### config.mk
export PLATFORM = sky130hd
export DESIGN_NAME = sample_ctrl_flat
export DESIGN_NICKNAME = d
export VERILOG_FILES = /design/src/rtl/tiny_dnn_pkg.sv /design/src/rtl/sample_ctrl_if.sv /design/src/rtl/sample_addr_gen.sv /design/src/rtl/sample_ctrl.sv /design/src/flat_wrapper.sv
export SDC_FILE = /design/constraint.sdc
export NUM_CORES = 1
export LEC_CHECK = 0
export BUFFER_PORTS_ARGS = -buffer_cell sky130_fd_sc_hd__buf_2
export CAP_MARGIN = 5
export CORE_MARGIN = 2
export CORE_UTILIZATION = 45
export CTS_CLUSTER_SIZE = 28
export DETAILED_ROUTE_END_ITERATION = 16
export SYNTH_ARGS = -nofsm -noshare
export SYNTH_HDL_FRONTEND = slang
export SYNTH_SLANG_ARGS = --single-unit
### constraint.sdc
create_clock -name clk -period 6.25 [get_ports clk]
set_input_delay 0.3125 -clock clk [delete_from_list [all_inputs] [get_ports clk]]
set_output_delay 0.3125 -clock clk [all_outputs]
set_load 0.05 [all_outputs]
### src/rtl/tiny_dnn_pkg.sv
// Shared types for the tiny DNN sample path: sequencer states and geometry field widths.
package tiny_dnn_pkg;

  localparam int unsigned ChanW   = 4;   // id
  localparam int unsigned StrideW = 10;  // is, ks
  localparam int unsigned DimW    = 5;   // ih, iw, oh, ow, kh, kw

  typedef enum logic [2:0] {
    StIdle,
    StInit,
    StExec,
    StFin,
    StWait,
    StDone
  } sample_state_e;

endpackage

### src/rtl/sample_ctrl_if.sv
// Handshake and address bundle between batch control, sample_ctrl and the MAC core.
interface sample_ctrl_if #(
  parameter int unsigned IA_W = 12,
  parameter int unsigned WA_W = 10
) ();

  logic            s_init;
  logic            out_busy;
  logic            s_fin;
  logic            k_init;
  logic            exec;
  logic            k_fin;
  logic [IA_W-1:0] ia;
  logic [WA_W-1:0] wa;

  modport master (
    output s_init,
    output out_busy,
    input  s_fin,
    input  k_init,
    input  exec,
    input  k_fin,
    input  ia,
    input  wa
  );

  modport slave (
    input  s_init,
    input  out_busy,
    output s_fin,
    output k_init,
    output exec,
    output k_fin,
    output ia,
    output wa
  );

endinterface

### src/rtl/sample_addr_gen.sv
// Walks x (innermost), y, c over one kernel window and forms source/weight addresses
// with running base registers instead of multipliers.
module sample_addr_gen
  import tiny_dnn_pkg::*;
#(
  parameter int unsigned IA_W = 12,
  parameter int unsigned WA_W = 10
) (
  input  logic               clk,
  input  logic               reset,
  input  logic               load,
  input  logic               step,
  input  logic [IA_W-1:0]    pos_base,
  input  logic [ChanW-1:0]   id,
  input  logic [StrideW-1:0] is,
  input  logic [DimW-1:0]    iw,
  input  logic [StrideW-1:0] ks,
  input  logic [DimW-1:0]    kh,
  input  logic [DimW-1:0]    kw,
  output logic [IA_W-1:0]    ia,
  output logic [WA_W-1:0]    wa,
  output logic               last
);

  logic [DimW-1:0]  x_q, x_d, y_q, y_d;
  logic [ChanW-1:0] c_q, c_d;
  logic [IA_W-1:0]  ia_q, ia_d, ia_row_q, ia_row_d, ia_ch_q, ia_ch_d;
  logic [WA_W-1:0]  wa_q, wa_d, wa_row_q, wa_row_d, wa_ch_q, wa_ch_d;
  logic             x_end, y_end, c_end;

  assign x_end = (x_q == kw - DimW'(1));
  assign y_end = (y_q == kh - DimW'(1));
  assign c_end = (c_q == id - ChanW'(1));
  assign last  = x_end & y_end & c_end;

  assign ia = ia_q;
  assign wa = wa_q;

  always_comb begin
    x_d      = x_q;
    y_d      = y_q;
    c_d      = c_q;
    ia_d     = ia_q;
    ia_row_d = ia_row_q;
    ia_ch_d  = ia_ch_q;
    wa_d     = wa_q;
    wa_row_d = wa_row_q;
    wa_ch_d  = wa_ch_q;
    if (load) begin
      x_d      = '0;
      y_d      = '0;
      c_d      = '0;
      ia_d     = pos_base;
      ia_row_d = pos_base;
      ia_ch_d  = pos_base;
      wa_d     = '0;
      wa_row_d = '0;
      wa_ch_d  = '0;
    end else if (step) begin
      if (!x_end) begin
        x_d  = x_q + DimW'(1);
        ia_d = ia_q + IA_W'(1);
        wa_d = wa_q + WA_W'(1);
      end else if (!y_end) begin
        x_d      = '0;
        y_d      = y_q + DimW'(1);
        ia_row_d = ia_row_q + IA_W'(iw);
        ia_d     = ia_row_d;
        wa_row_d = wa_row_q + WA_W'(kw);
        wa_d     = wa_row_d;
      end else if (!c_end) begin
        x_d      = '0;
        y_d      = '0;
        c_d      = c_q + ChanW'(1);
        ia_ch_d  = ia_ch_q + IA_W'(is);
        ia_row_d = ia_ch_d;
        ia_d     = ia_ch_d;
        wa_ch_d  = wa_ch_q + WA_W'(ks);
        wa_row_d = wa_ch_d;
        wa_d     = wa_ch_d;
      end
    end
  end

  always_ff @(posedge clk or posedge reset) begin
    if (reset) begin
      x_q      <= '0;
      y_q      <= '0;
      c_q      <= '0;
      ia_q     <= '0;
      ia_row_q <= '0;
      ia_ch_q  <= '0;
      wa_q     <= '0;
      wa_row_q <= '0;
      wa_ch_q  <= '0;
    end else begin
      x_q      <= x_d;
      y_q      <= y_d;
      c_q      <= c_d;
      ia_q     <= ia_d;
      ia_row_q <= ia_row_d;
      ia_ch_q  <= ia_ch_d;
      wa_q     <= wa_d;
      wa_row_q <= wa_row_d;
      wa_ch_q  <= wa_ch_d;
    end
  end

endmodule

### src/rtl/sample_ctrl.sv
// Per-sample sequencer: steps over output positions and runs one kernel window per position
// through the MAC core. All outputs come straight from flops.
module sample_ctrl
  import tiny_dnn_pkg::*;
#(
  parameter int unsigned IA_W = 12,
  parameter int unsigned WA_W = 10
) (
  input  logic               clk,
  input  logic               reset,
  input  logic [ChanW-1:0]   id,
  input  logic [StrideW-1:0] is,
  input  logic [DimW-1:0]    ih,
  input  logic [DimW-1:0]    iw,
  input  logic [DimW-1:0]    oh,
  input  logic [DimW-1:0]    ow,
  input  logic [StrideW-1:0] ks,
  input  logic [DimW-1:0]    kh,
  input  logic [DimW-1:0]    kw,
  sample_ctrl_if.slave       bus
);

  sample_state_e   state_q, state_d;
  logic            k_init_q, k_init_d, exec_q, exec_d, k_fin_q, k_fin_d, s_fin_q, s_fin_d;
  logic [DimW-1:0] ox_q, ox_d, oy_q, oy_d;
  logic [IA_W-1:0] row_base_q, row_base_d, pos_base_q, pos_base_d;
  logic            geom_nz, ox_end, pos_last, clear_pos, adv_pos, last;
  logic [IA_W-1:0] ia;
  logic [WA_W-1:0] wa;
  logic            unused_ih;

  // Input height only bounds the source buffer; addressing never needs it.
  assign unused_ih = ^ih;

  assign geom_nz  = (id != '0) && (kh != '0) && (kw != '0) && (oh != '0) && (ow != '0);
  assign ox_end   = (ox_q == ow - DimW'(1));
  assign pos_last = ox_end && (oy_q == oh - DimW'(1));

  always_comb begin
    state_d   = state_q;
    clear_pos = 1'b0;
    adv_pos   = 1'b0;
    if (bus.s_init) begin
      // A new s_init always restarts from the first position, abandoning any work in flight.
      state_d   = StInit;
      clear_pos = 1'b1;
    end else begin
      unique case (state_q)
        StIdle: state_d = StIdle;
        StInit: begin
          if (!geom_nz)      state_d = bus.out_busy ? StWait : StDone;
          else if (k_init_q) state_d = StExec;
        end
        StExec: if (last) state_d = StFin;
        StFin: begin
          if (pos_last) begin
            state_d = StWait;
          end else begin
            state_d = StInit;
            adv_pos = 1'b1;
          end
        end
        StWait: if (!bus.out_busy) state_d = StDone;
        StDone: state_d = StIdle;
        default: state_d = StIdle;
      endcase
    end
    // k_init only fires once output control has drained the previous sums.
    k_init_d = (state_d == StInit) && !bus.out_busy && geom_nz;
    exec_d   = (state_d == StExec);
    k_fin_d  = (state_d == StFin);
    s_fin_d  = (state_d == StDone);
  end

  always_comb begin
    ox_d       = ox_q;
    oy_d       = oy_q;
    row_base_d = row_base_q;
    pos_base_d = pos_base_q;
    if (clear_pos) begin
      ox_d       = '0;
      oy_d       = '0;
      row_base_d = '0;
      pos_base_d = '0;
    end else if (adv_pos) begin
      if (ox_end) begin
        ox_d       = '0;
        oy_d       = oy_q + DimW'(1);
        row_base_d = row_base_q + IA_W'(iw);
        pos_base_d = row_base_d;
      end else begin
        ox_d       = ox_q + DimW'(1);
        pos_base_d = pos_base_q + IA_W'(1);
      end
    end
  end

  always_ff @(posedge clk or posedge reset) begin
    if (reset) begin
      state_q    <= StIdle;
      k_init_q   <= 1'b0;
      exec_q     <= 1'b0;
      k_fin_q    <= 1'b0;
      s_fin_q    <= 1'b0;
      ox_q       <= '0;
      oy_q       <= '0;
      row_base_q <= '0;
      pos_base_q <= '0;
    end else begin
      state_q    <= state_d;
      k_init_q   <= k_init_d;
      exec_q     <= exec_d;
      k_fin_q    <= k_fin_d;
      s_fin_q    <= s_fin_d;
      ox_q       <= ox_d;
      oy_q       <= oy_d;
      row_base_q <= row_base_d;
      pos_base_q <= pos_base_d;
    end
  end

  // Reloading on every INIT entry makes the first address visible in the k_init cycle.
  sample_addr_gen #(
    .IA_W(IA_W),
    .WA_W(WA_W)
  ) u_addr_gen (
    .clk      (clk),
    .reset    (reset),
    .load     (state_d == StInit),
    .step     (state_q == StExec),
    .pos_base (pos_base_d),
    .id       (id),
    .is       (is),
    .iw       (iw),
    .ks       (ks),
    .kh       (kh),
    .kw       (kw),
    .ia       (ia),
    .wa       (wa),
    .last     (last)
  );

  assign bus.k_init = k_init_q;
  assign bus.exec   = exec_q;
  assign bus.k_fin  = k_fin_q;
  assign bus.s_fin  = s_fin_q;
  assign bus.ia     = ia;
  assign bus.wa     = wa;

endmodule

### src/flat_wrapper.sv
// flat-port wrapper written by rule: the top's interface ports become plain ports
module sample_ctrl_flat import tiny_dnn_pkg::*;
#(
  parameter int unsigned IA_W = 12,
  parameter int unsigned WA_W = 10
)
  (clk, reset, id, is, ih, iw, oh, ow, ks, kh, kw, bus_s_init, bus_out_busy, bus_s_fin, bus_k_init, bus_exec, bus_k_fin, bus_ia, bus_wa);
  sample_ctrl_if #(.IA_W(IA_W), .WA_W(WA_W)) bus_i ();
  input  logic clk;
  input  logic reset;
  input  logic [ChanW-1:0] id;
  input  logic [StrideW-1:0] is;
  input  logic [DimW-1:0] ih;
  input  logic [DimW-1:0] iw;
  input  logic [DimW-1:0] oh;
  input  logic [DimW-1:0] ow;
  input  logic [StrideW-1:0] ks;
  input  logic [DimW-1:0] kh;
  input  logic [DimW-1:0] kw;
  input wire logic [$bits(bus_i.s_init)-1:0] bus_s_init;
  input wire logic [$bits(bus_i.out_busy)-1:0] bus_out_busy;
  output wire logic [$bits(bus_i.s_fin)-1:0] bus_s_fin;
  output wire logic [$bits(bus_i.k_init)-1:0] bus_k_init;
  output wire logic [$bits(bus_i.exec)-1:0] bus_exec;
  output wire logic [$bits(bus_i.k_fin)-1:0] bus_k_fin;
  output wire logic [$bits(bus_i.ia)-1:0] bus_ia;
  output wire logic [$bits(bus_i.wa)-1:0] bus_wa;
  assign bus_i.s_init = bus_s_init;
  assign bus_i.out_busy = bus_out_busy;
  assign bus_s_fin = bus_i.s_fin;
  assign bus_k_init = bus_i.k_init;
  assign bus_exec = bus_i.exec;
  assign bus_k_fin = bus_i.k_fin;
  assign bus_ia = bus_i.ia;
  assign bus_wa = bus_i.wa;
  sample_ctrl #(.IA_W(IA_W), .WA_W(WA_W)) u_core (.clk(clk), .reset(reset), .id(id), .is(is), .ih(ih), .iw(iw), .oh(oh), .ow(ow), .ks(ks), .kh(kh), .kw(kw), .bus(bus_i));
endmodule
-- Yosys cells after proc, flatten, opt, wreduce, memory -nomap -nowiden
Index checks and enable logic that the tools add are counted.
- add/subtract/negate cells: 18
- equal/unequal tests: 16
- multiplexer cells: 62
- bitwise gates (word level): 2
- reductions and logical operators: 22
- operator list (operator ; number):
    $mux W12 ; 18
    $mux W10 ; 12
    $mux W5 ; 15
    $add A12 B1 Y12 const B ; 2
    $add A12 B5 Y12 ; 2
    $add A5 B1 Y5 const B ; 4
    $eq A5 B5 Y1 ; 4
    $mux W4 ; 5
    $reduce_bool A5 Y1 ; 4
    $sub A5 B1 Y5 const B ; 4
    $mux W3 ; 6
    $add A12 B10 Y12 ; 1
    $eq A3 B2 Y1 const B ; 4
    $pmux W3 S4 ; 1
    $add A10 B1 Y10 const B ; 1
    $add A10 B10 Y10 ; 1
    $add A10 B5 Y10 ; 1
    $reduce_bool A2 Y1 ; 5
    $logic_and A1 B1 Y1 ; 7
    $eq A3 B1 Y1 const B ; 2
    $eq A3 B3 Y1 const B ; 2
    $mux W1 ; 5
    $add A4 B1 Y4 const B ; 1
    $eq A4 B4 Y1 ; 1
    other kinds (10) ; 12
- register bits after elaboration: 121
- word-level logic and storage cells: 138

-- Longest topological paths before layout
- depth after elaboration: 11
- mapped depth: 13
- mapped depth without buffers: 12

-- Hierarchy
A second synthesis with hierarchy kept.
- cells, all modules: 985
- area, all modules: 8837.2 sq um
- by module, submodules not included (module ; instances ; cells each ; area an instance (sq um) ; seq. area each (sq um)):
    sample_addr_gen ; 1 ; 700 ; 6206.0 ; 2001.9
    sample_ctrl ; 1 ; 285 ; 2631.3 ; 1026.0

-- Least setup slack after synthesis
OpenSTA, ideal clock, no wires.
- path kind: input -> register
- from: input port oh[0]
- to: register u_core.u_addr_gen.ia_q[10] (netlist: u_core.u_addr_gen.ia[10])
- library setup time: 0.131 ns
- data arrival time: 2.653 ns
- required time: 6.119 ns
- slack: 3.465 ns
- stages on the path: 12
- buffers on the path: 1
- cell sequence: inv_1 -> ha_1 -> nor3b_2 -> a21oi_1 -> or4_4 -> a21oi_4 -> a21oi_4 -> o311a_1 -> buf_2 -> a21oi_2 -> a21oi_1 -> or3_1
- word-level cells in the longest chain between the ends: 9
- ends and longest elaborated chain (element ; line ; text):
    start: declaration ; flat_wrapper.sv:15 ; input logic [DimW-1:0] oh;
    $sub A5 B1 Y5 or $reduce_bool A5 Y1 (tied branches) ; sample_ctrl.sv:37, sample_ctrl.sv:35 ;
    $eq A5 B5 Y1 or $logic_and A1 B1 Y1 (tied branches) ; sample_ctrl.sv:37, sample_ctrl.sv:35 ;
    $logic_and A1 B1 Y1, on equally long branches ; sample_ctrl.sv:37, sample_ctrl.sv:35 ;
    $mux W3, or another cell as far along ; sample_ctrl.sv:56 ; if (pos_last) begin
    $pmux W3 S4 or $mux W1 (tied branches) ; sample_ctrl.sv:48 ; unique case (state_q)
    $mux W3 or $mux W1 (tied branches) ; sample_ctrl.sv:43 ; if (bus.s_init) begin
    $eq A3 B1 Y1 or $mux W12 (tied branches) ; sample_ctrl.sv:129, sample_ctrl.sv:85 ;
    $ne A4 B4 Y1 (no line), or another cell as far along ; -- ;
    $reduce_and A2 Y1 (no line) or $mux W12 (tied branches) ; -- ;
    end signal: assignment ; sample_addr_gen.sv:100 ; ia_q <= ia_d;
    end: declaration ; sample_addr_gen.sv:27 ; logic [IA_W-1:0] ia_q, ia_d, ia_row_q, ia_row_d, ia_ch_q, ia_ch_d;
Several ways; a longest one is shown, not always the timed one.
A chain may end at the register's enable or synchronous reset.

-- Final worst setup path
- from: register u_core.u_addr_gen.y_q[2]
- to: register u_core.u_addr_gen.ia_q[10] (netlist: u_core.u_addr_gen.ia[10])
- word-level cells in the longest chain between the ends: 9
- ends and longest elaborated chain (element ; line ; text):
    start: declaration ; sample_addr_gen.sv:25 ; logic [DimW-1:0] x_q, x_d, y_q, y_d;
    start signal: assignment ; sample_addr_gen.sv:98 ; y_q <= y_d;
    $eq A5 B5 Y1 (*) ; sample_addr_gen.sv:32 ; assign y_end = (y_q == kh - DimW'(1));
    $and A1 B1 Y1 (2 in series) ; sample_addr_gen.sv:34 ; assign last = x_end & y_end & c_end;
    $mux W3 ; sample_ctrl.sv:54 ; StExec: if (last) state_d = StFin;
    $pmux W3 S4 ; sample_ctrl.sv:48 ;
    $mux W3 ; sample_ctrl.sv:43 ;
    $eq A3 B1 Y1 ; sample_ctrl.sv:129 ; .load (state_d == StInit),
    $ne A4 B4 Y1 (no line) or $reduce_bool A2 Y1 (tied branches) ; -- ;
    $reduce_and A2 Y1 (no line) ; -- ;
Mark *: on every way between the ends. The rest lies on a longest branch, timed or not. The select of a mux whose other input is x is not followed.

==> flow_metrics.tcl <==
set metrics [dict create \
    clkPwrFrac_pct 39.0 \
    port_buffers 78 \
    slew_viol_final 0 \
    track_usage_pct 22.5 \
    synthMuxAreaShare_pct 3.53 \
    synthesis.nets 1092 \
    cp_cell_sequence "xnor3_1, nand3_1, nor3_4, buf_4, nand2_1, o31ai_1, o311a_2, nor3_1, or3_1" \
    synth_xor_area_share_pct 9.17 \
    die_h_um 142 \
    syn_area_um2 8540 \
    nets 1161 \
    grt_pass1_vias 6980 \
    synth_edf_count 0 \
    ioPinCount 84 \
    power.density_nw_per_um2 253 \
    antenna_cells 0 \
    cp-endpoint "u_core.u_addr_gen.ia[10]" \
    drt_first_iter_violations 457 \
    synth_top_family_by_area "simple AND/OR/NAND/NOR gates" \
    min_from "bus_out_busy" \
    finalSetupViolations 0 \
    ys_async_sr_fraction_pct 100 \
    crit_path_max_fanout 43 \
    drive_above_1_share_pct 13.1 \
    grt_pass1_wl_mm 35.9 \
    syn_to_final_growth_pct 14.1 \
    grt_antenna_before_repair 0 \
    drt_pass1_iterations 6 \
    finalCriticalPeriod_ns 3.76 \
    synthAdderAreaFrac_pct 8.20 \
    pwr-share-seq_pct 36.9 \
    whs_ns 0.0822 \
    hold_depth 2 \
    die_w_um 142 \
    wl_per_cell_um 16.5 \
    hpwl_mm 15.6 \
    slowest_stage "o311a_2" \
    p_leak_nw 4.47 \
    cts_tree "done" \
    synth_warnings 0 \
    maxSlewHeadroom_pct 35.6 \
    grt_start_max_net_pins 74 \
    vias 7334 \
    synthDistinctLibCells 74 \
    synth_top_cell_area_share_pct 35.4 \
    synth_seq_area_share_pct 35.4 \
    synth-compound-area-share_pct 19.9 \
    combinationalPowerShare_pct 24.1 \
    reg2reg_depth 9 \
    rsz0062_at_grt "no" \
    skew_ns 0.0106 \
    slowest_delay_ns 0.89 \
    cts_sinks 121 \
    postCtsSetupBuffers 0 \
    fin_util_pct 52.3 \
    status "finished, final reports clean" \
    r2r-end "u_core.u_addr_gen.ia[10]" \
    startpoint "u_core.u_addr_gen.y_q[2]" \
    worst_setup_path_end_kind "flop" \
    cts_htree_levels 4 \
    required_ns 6.55 \
    clkSlewWorstSetupHoldPaths_ns 0.06 \
    p_int_mw 1.63 \
    placementRows 50 \
    hp-class "input port to flop" \
    synthSimpleGateAreaFrac_pct 20.2 \
    yosys.area.top_type "dfrtp_1" \
    synthCells 981 \
    yosysMostFrequentCell "dfrtp_1" \
    cts_buffer_depth 2 \
    fmaxAchievable_mhz 266 \
    postSynthAreaPerCell_um2 8.71 \
    clock_latency_ns 0.43 \
    grt-ovfl-total 0 \
    drt.antenna.violating_nets 0 \
    crit_arrival_ns 4.06 \
    synth_seq_cells 121 \
    crit_path_start_kind "flop" \
    p_sw_share_pct 33.7 \
    synth_area_leaders "dfrtp_1, ha_1, a21oi_1" \
    drv_cap 0 \
    viasPerCell 5.65 \
    cts_buffers 17 \
    worst-r2r-setup-slack_ns 2.49 \
    crit_type "flop to flop" \
    irDropWorstVdd_uv 189 \
    drc 0 \
    worstMarginPinSlew_ns 0.966 \
    core-area_um2 18600 \
    finalSetupTns_ns 0 \
    finalHoldViolCount 0 \
    timing.final.crit_share_pct 60.2 \
    drt_wl_total_mm 21.4 \
    synthTopCellsByCount "dfrtp_1, nor2_1, a21oi_1, nand2_1, o21ai_0" \
    fillCellCount 1785 \
    dieArea_um2 20100 \
    synth_flop_cell "dfrtp_1" \
    timing.rr.start "u_core.u_addr_gen.y_q[2]" \
    p_total_mw 2.46 \
    power_switching_mw 0.830 \
    place.gp.congestion 0.789 \
    initial_utilization_pct 45.8 \
    cts-root-buf "clkbuf_16" \
]
-- power groups by stage --
| stage | clock network (mW) | registers [mW] | logic, mW |
|---|---|---|---|
| floorplan | 0 | 0.965 | 0.380 |
| global placement | 0 | 0.921 | 0.589 |
| detailed placement | 0 | 0.921 | 0.594 |
| CTS | 0.979 | 0.908 | 0.597 |
| global route | 1.01 | 0.919 | 0.663 |
| finish | 0.961 | 0.909 | 0.594 |
-- per-stage QoR --
stage / area (um2) / instances / setup slack (ns)
5_1_grt: 9750 / 1297 / 2.14
3_5_place_dp: 9160 / 1264 / 2.29
3_3_place_gp: 9160 / 1264 / 2.32
6_report: 9750 / 1297 / 2.49
4_1_cts: 9750 / 1297 / 2.48
2_1_floorplan: 8540 / 981 / 2.72
-- registers in the layout, indices dropped and copies added (netlist names), 3 cells and up --
register,cells
u_core.state_q,3
u_core.u_addr_gen.y_q,5
u_core.pos_base_q,12
u_core.u_addr_gen.wa,10
u_core.u_addr_gen.c_q,4
u_core.u_addr_gen.ia,12
u_core.u_addr_gen.ia_row_q,12
u_core.u_addr_gen.wa_ch_q,10
u_core.ox_q,5
u_core.oy_q,5
u_core.u_addr_gen.x_q,5
u_core.u_addr_gen.wa_row_q,10
u_core.u_addr_gen.ia_ch_q,12
u_core.row_base_q,12
-- placed cells by master (no fill, tap or decap), types with 20 or more instances in the layout --
cell / instances
a21oi_1: 90
buf_2: 78
dfrtp_1: 121
ha_1: 48
inv_1: 35
mux2i_1: 29
nand2_1: 64
nand3_1: 32
nor2_1: 114
nor3_1: 20
o21ai_0: 58
xnor2_1: 48
xor2_1: 37
-- repair_timing --
| action | CTS | global route |
|---|---|---|
| hold buffers | 1 | 0 |
| setup endpoints to repair | 0 | 0 |
| endpoints found under the hold margin | 35 | 0 |
| resized for setup | 0 | 0 |
-- worst min-delay path by stage --
stage	slack, ns	endpoint
6_report	0.08	u_core.bus.k_init
5_1_grt	0.08	u_core.bus.k_init
4_1_cts	0.06	u_core.bus.k_init
3_5_place_dp	0.45	u_core.u_addr_gen.ia_ch_q[0]
3_3_place_gp	0.43	u_core.u_addr_gen.ia_ch_q[0]
2_1_floorplan	0.38	u_core.bus.k_init
-- cell type report --
class | instances | area (um2) | share of cell area [%]
Tap cell | 234 | 293 | 3.00
Inverter | 36 | 138 | 1.41
Multi-Input combinational cell | 783 | 5220 | 53.5
Sequential cell | 121 | 3030 | 31.1
Clock inverter | 10 | 93.8 | 0.963
Timing Repair Buffer | 91 | 490 | 5.03
Clock buffer | 22 | 484 | 4.97
-- cells by family after synthesis --
logic type,count (synthesis)
simple gates,343
compound gates,270
flops,121
xor+xnor,87
buf+inv,77
fa+ha+maj,53
mux,30
-- critical path: cells and delay by family (launching register included) --
family,cells,cell delay (ns)
simple gates,5,0.96
buf+inv,1,0.43
compound gates,2,1.41
flops,1,0.44
xor+xnor,1,0.39
-- routing by layer --
layer,GRT usage (%),up-vias,part of all wire [%],wire [um]
li1,-,3674,-,-
met4,7.16,0,1.5,318
met5,0,-,0,0
met3,3.61,23,3.7,796
met2,35.2,149,45,9640
met1,32.0,3488,50,10700
(Power assumes the default switching activity.)
